**config.mk**
```make
export PLATFORM = sky130hd
export DESIGN_NAME = stack_sequencer
export DESIGN_NICKNAME = d
export VERILOG_FILES = /design/src/rtl/stack_sequencer.sv
export SDC_FILE = /design/constraint.sdc
export NUM_CORES = 1
export LEC_CHECK = 0
export CORE_UTILIZATION = 50
export CTS_CLUSTER_SIZE = 24
export DETAILED_ROUTE_END_ITERATION = 8
export GPL_TIMING_DRIVEN = 0
export PLACE_DENSITY = 0.83
export SLEW_MARGIN = 20
export SYNTH_ARGS = -nofsm -noshare
export SYNTH_HDL_FRONTEND = slang
export SYNTH_SLANG_ARGS = --single-unit
```
**constraint.sdc**
```tcl
create_clock -name clk -period 3 [get_ports clk]
set_input_delay 0.6 -clock clk [delete_from_list [all_inputs] [get_ports clk]]
set_output_delay 0.6 -clock clk [all_outputs]
set_load 0.05 [all_outputs]
```
**src/rtl/stack_sequencer.sv**
```systemverilog
// Multi-byte stack push/pull engine for the 6502 core.
// Drives the SP register's din/we and issues byte-wide stack-page memory accesses.
module stack_sequencer #(
    parameter int unsigned BIT_WIDTH  = 8,
    parameter int unsigned ADDR_WIDTH = 16,
    parameter logic [ADDR_WIDTH-BIT_WIDTH-1:0] STACK_PAGE = 'h01
) (
    input  logic                   clk,
    input  logic                   reset,
    input  logic                   cmd_valid,
    output logic                   cmd_ready,
    input  logic                   cmd_dir,
    input  logic [1:0]             cmd_len,
    input  logic [3*BIT_WIDTH-1:0] push_data,
    input  logic [BIT_WIDTH-1:0]   sp_in,
    output logic [BIT_WIDTH-1:0]   sp_din,
    output logic                   sp_we,
    output logic [ADDR_WIDTH-1:0]  mem_addr,
    output logic [BIT_WIDTH-1:0]   mem_wdata,
    output logic                   mem_we,
    output logic                   mem_re,
    input  logic [BIT_WIDTH-1:0]   mem_rdata,
    output logic [3*BIT_WIDTH-1:0] pull_data,
    output logic                   done
);

    typedef enum logic [2:0] {StIdle, StPush, StPullRd, StPullCap, StDone} state_e;

    localparam logic [BIT_WIDTH-1:0] One = 1;

    state_e                     state_q, state_d;
    logic [BIT_WIDTH-1:0]       sp_q, sp_d;
    logic [1:0]                 cnt_q, cnt_d;
    logic [1:0]                 len_q, len_d;
    logic [2:0][BIT_WIDTH-1:0]  data_q, data_d;
    logic [2:0][BIT_WIDTH-1:0]  pull_q, pull_d;
    logic [1:0]                 push_idx, pull_idx;
    logic [BIT_WIDTH-1:0]       sp_inc, sp_dec;

    always_ff @(posedge clk or posedge reset) begin
        if (reset) begin
            state_q <= StIdle;
            sp_q    <= '0;
            cnt_q   <= '0;
            len_q   <= '0;
            data_q  <= '0;
            pull_q  <= '0;
        end else begin
            state_q <= state_d;
            sp_q    <= sp_d;
            cnt_q   <= cnt_d;
            len_q   <= len_d;
            data_q  <= data_d;
            pull_q  <= pull_d;
        end
    end

    assign pull_data = pull_q;

    always_comb begin
        state_d   = state_q;
        sp_d      = sp_q;
        cnt_d     = cnt_q;
        len_d     = len_q;
        data_d    = data_q;
        pull_d    = pull_q;
        cmd_ready = 1'b0;
        sp_din    = '0;
        sp_we     = 1'b0;
        mem_addr  = '0;
        mem_wdata = '0;
        mem_we    = 1'b0;
        mem_re    = 1'b0;
        done      = 1'b0;
        // Pushes go MSB first; pulls fill from byte 0 upward.
        push_idx  = cnt_q - 2'd1;
        pull_idx  = len_q - cnt_q;
        sp_inc    = sp_q + One;
        sp_dec    = sp_q - One;

        unique case (state_q)
            StIdle: begin
                // Held low while reset is asserted, even though the state is already idle.
                cmd_ready = ~reset;
                if (cmd_valid) begin
                    sp_d   = sp_in;
                    cnt_d  = cmd_len;
                    len_d  = cmd_len;
                    data_d = push_data;
                    if (cmd_len == 2'd0) begin
                        state_d = StDone;
                    end else if (cmd_dir) begin
                        pull_d  = '0;
                        state_d = StPullRd;
                    end else begin
                        state_d = StPush;
                    end
                end
            end
            StPush: begin
                mem_addr  = {STACK_PAGE, sp_q};
                mem_wdata = data_q[push_idx];
                mem_we    = 1'b1;
                sp_din    = sp_dec;
                sp_we     = 1'b1;
                sp_d      = sp_dec;
                cnt_d     = cnt_q - 2'd1;
                if (cnt_q == 2'd1) state_d = StDone;
            end
            StPullRd: begin
                mem_addr = {STACK_PAGE, sp_inc};
                mem_re   = 1'b1;
                sp_din   = sp_inc;
                sp_we    = 1'b1;
                sp_d     = sp_inc;
                state_d  = StPullCap;
            end
            StPullCap: begin
                pull_d[pull_idx] = mem_rdata;
                cnt_d            = cnt_q - 2'd1;
                state_d          = (cnt_q == 2'd1) ? StDone : StPullRd;
            end
            StDone: begin
                done    = 1'b1;
                state_d = StIdle;
            end
            default: state_d = StIdle;
        endcase
    end

endmodule

```
; Yosys cells after proc, flatten, opt, wreduce, memory -nomap -nowiden
; Cells that the tools add are included.
[word_totals]
register_bits = 63
input_bits = 46
out_inout_bits = 61
wordCells = 67
[op_classes]
addsub = 4
magnitude_cmp = 3
n_eq_ne = 9
n_mux = 27
bitwise_logic = 1
reduce_logical = 13
[op_table]
columns = op, n
row1 = two-way mux 24 bit, 3
row2 = one-hot mux 24 bit (2 select lines), 1
row3 = two-way mux 8 bit, 4
row4 = bitwise mux 24 bit, 1
row5 = one-hot mux 8 bit (3 select lines), 1
row6 = one-hot mux 9 bit (2 select lines), 1
row7 = binary-select mux 8 bit (select 2 bit), 1
row8 = demux 8 bit (select 2 bit), 1
row9 = one-hot mux 8 bit (2 select lines), 1
row10 = two-way mux 3 bit, 4
row11 = one-hot mux 3 bit (4 select lines), 1
row12 = adder 8 x 1 -> 8 bit (second input constant), 1
row13 = != test 2 bit (second input constant), 4
row14 = AND reduction 2 bit, 4
row15 = subtractor 8 x 1 -> 8 bit (second input constant), 1
row16 = equality test 3 x 2 -> 1 bit (second input constant), 2
row17 = less-than comparator 2 x 3 -> 1 bit (second input constant), 2
row18 = two-way mux 1 bit, 5
row19 = two-way mux 2 bit, 2
row20 = one-hot mux 2 bit (2 select lines), 1
row21 = AND reduction 4 bit, 1
row22 = nonzero test 2 bit, 2
row23 = OR reduction 2 bit, 2
row24 = equality test 3 x 1 -> 1 bit (second input constant), 1
row25 = other kinds (10), 10

; Logic depth before layout (Yosys ltp)
[depth]
word_depth = 7
ltp_mapped = 8
depth_no_buf = 7

; Worst setup path after synthesis
; No wires, ideal clock.
[synth_timing]
kind = register to output
start = register state_q[2]
end = output sp_din[6]
arrival_ns = 2.551
required_time_ns = 2.400
path_slack_ns = -0.151
stages_incl_launch_ff = 7
n_path_buf = 2
path_cell_list = dfrtp_1 or3b_1 buf_2 inv_2 buf_2 a31oi_1 o21ai_0
[synth_between]
elab_chain_cells = 2
elab_cells_between_ends = 3
cone_classes = 2 x eq/ne / 1 x mux
[synth_lines]
columns = item, line
row1 = start: declaration, 31  ; state_e state_q, state_d;
row2 = start signal: assignment, 42  ; state_q <= StIdle;
row3 = start signal: assignment, 49  ; state_q <= state_d;
row4 = equality test 3 x 2 -> 1 bit / equality test 3 x 1 -> 1 bit (equally long branches), 81  ; unique case (state_q)
row5 = one-hot mux 8 bit (2 select lines) *, 81
row6 = end: declaration, 16  ; output logic [BIT_WIDTH-1:0] sp_din,
; Mark *: on every way between the ends. The rest lies on a longest branch, timed or not.

; Final worst setup path
[layout_timing]
start = register state_q[2]
end = output mem_wdata[6]
[layout_between]
elab_chain_cells = 2
[layout_lines]
columns = item, line
row1 = equality test 3 x 1 -> 1 bit, 81
row2 = two-way mux 8 bit, 81
row3 = end: declaration, 19  ; output logic [BIT_WIDTH-1:0] mem_wdata,
; No other way between the ends.

==> flow_summary.ini <==
[clock_tree]
post_cts_buffers = 0
path_clk_slew_ns = 0.07
htreeDepth = 3
numCtsBuffers = 9
clk_latency_ns = 0.35
clkSinkCount = 63
clockRootBuffer = clkbuf_8
cts_tree = yes
clockBufferDepth = 2
ctsHoldBuffers = 0

[global_routing]
antenna_found_initial = 0
grt_overflow = 0
grt_pass1_wl_microns = 14000
grt_pass1_vias = 2876
grt_max_degree = 60
grt_use_total_pct = 25.8

[detailed_routing]
route.detailed.drc = 0
drt-pass1-iter-count = 4
wl_microns = 8540
drtIter0Drc = 125
via_count = 2935
drtAntennaViolNets = 0
vias_per_cell = 5.68
routedWlPerCell_microns = 16.5

[timing]
worst_pin_slew_ns = 0.743
final.period_utilization_pct = 96.7
setup_viol = 0
final_max_slew_viol_count = 0
finalSetupTns_ns = 0
hold_viol = 0
min_period_ns = 2.90
slew_headroom_pct = 50.4
rsz0062_at_grt = no
fmax_ghz = 0.345
skew_ns = 0.00364

[worst_setup_path]
rr_startpoint = cnt_q[0]
crit_buf_inv = 3
ff2ff_path_depth = 5
crit_required_ns = 2.40
cp_top_family = buffers and inverters
cp.depth = 5
cp-start-kind = flip-flop
cp_slowest_stage_delay_ns = 0.54
crit_chain = or3b_1 -> buf_2 -> clkbuf_1 -> nor2_1 -> dlygate4sd2_1
end_kind = output pin
startpoint = state_q[2]
worstPathMaxFanout = 10
path_class = reg2out
r2r_end = pull_data[5]
cp.arrival_ns = 2.30
endpoint = mem_wdata[6]
rrSetupSlack_ns = 0.96
slowest_stage = dlygate4sd2_1

[die]
die_area_sq_um = 6990
initial_core_util_pct = 52.2
ios = 107
coreArea_sq_um = 6390
die_w_microns = 83.6
rows = 29
die_h_microns = 83.6

[cells_and_area]
area_growth_pct = 38.7
fin_nets = 485
layout-drive-gt1-share_pct = 23.2
antenna_cells = 0

[place]
portBuffers = 99
dp_hpwl_microns = 6010
gp_congestion = 0.845

[synth]
synth_area_sq_um = 3330
ys_seq_area_share_pct = 47.3
synth_cell_type_count = 51
async_reset_ff_share_pct = 100
synth_top_area_share_pct = 47.3
synthCells = 319
synth_top_cells_by_count = dfrtp_1, mux2_2, nor2_1, a22o_1, o21ai_0
ys_warn_count = 0
ys_ff_latch = 63
syn_avg_cell_area_sq_um = 10.4
synthTopCellsByArea = dfrtp_1, mux2_2, a22o_1
synth_largest_area_cell = dfrtp_1
yosysMostFrequentCell = dfrtp_1
synth_edf_count = 0
synth-main-ff-cell = dfrtp_1

[status]
status = complete, no violations

[run]
cap_violations = 0

[worst_hold_path]
hold_path.class = reg2reg
==> area by class of cell <==
class / count / area (sq um)
clock inverter: 6 / 93.8
inverter: 11 / 43.8
fill: 484 / 1770
buffer: 26 / 153
sequential: 63 / 1580
timing repair buffer: 100 / 928
multi-input combinational: 224 / 1600
tap: 77 / 96.3
clock buffer: 10 / 128
==> cells in the final DEF, fill, tap and decap left out, types with 7 or more instances in the layout <==
cell type,instances
clkdlybuf4s50_1,71
dfrtp_1,63
mux2_2,33
nor2_1,24
a22o_1,24
nand2_1,19
o21ai_0,19
buf_2,16
a21oi_1,16
clkbuf_2,10
dlygate4sd2_1,10
inv_1,9
buf_4,9
a22oi_1,9
clkbuf_8,9
nand3_1,8
conb_1,7
==> registers in the layout (all words and copies together) (netlist names) <==
| signal | flops |
|---|---|
| state_q | 3 |
| data_q | 24 |
| len_q | 2 |
| pull_data | 24 |
| sp_q | 8 |
| cnt_q | 2 |
==> timing repair <==
item,CTS,global route
gates resized for setup,47,40
pin swaps,0,0
endpoints found under the setup margin,28,23
==> layer usage <==
layer	wire length, microns	global-route usage (%)
met1	3660	33.9
met2	4240	40.6
met3	439	4.95
met4	212	14.0
met5	0	0
==> logic make-up (layout without fill, tap and decap cells) <==
kind of cell | count (synthesis) | after routing | synth area share [%]
buf+inv | 38 | 153 | 5.94
compound gates | 95 | 95 | 20.0
mux | 35 | 35 | 11.8
xor+xnor | 5 | 5 | 1.32
other cells | 1 | 7 | 0.113
fa+ha+maj | 4 | 4 | 1.50
flops | 63 | 63 | 47.3
simple gates | 78 | 78 | 12.1
==> metrics by stage <==
stage	hold WS, ns	setup WS [ns]	cells	area (sq um)	utilization (%)
after floorplan	0.475	0.00458	325	3350	-
after global placement	0.485	-0.327	501	4440	69.5
after detailed placement	0.485	-0.310	502	4470	70.0
after CTS	0.503	0.00661	517	4680	73.3
after global routing	0.506	0.00113	517	4620	72.4
final	0.498	0.0987	517	4620	72.4
==> worst min-delay path by stage <==
stage	start	end	slack, ns	cells past startpoint
2_1_floorplan	data_q[16]	data_q[16]	0.47	1
3_3_place_gp	data_q[17]	data_q[17]	0.49	1
3_5_place_dp	pull_data[22]	pull_data[22]	0.48	1
4_1_cts	reset	state_q[2]	0.50	2
5_1_grt	reset	state_q[2]	0.51	2
6_report	pull_data[17]	pull_data[17]	0.50	1
Power is left out: the tool's default activity adds up to more than one toggle a clock period on the data nets, which glitch-free logic cannot reach.
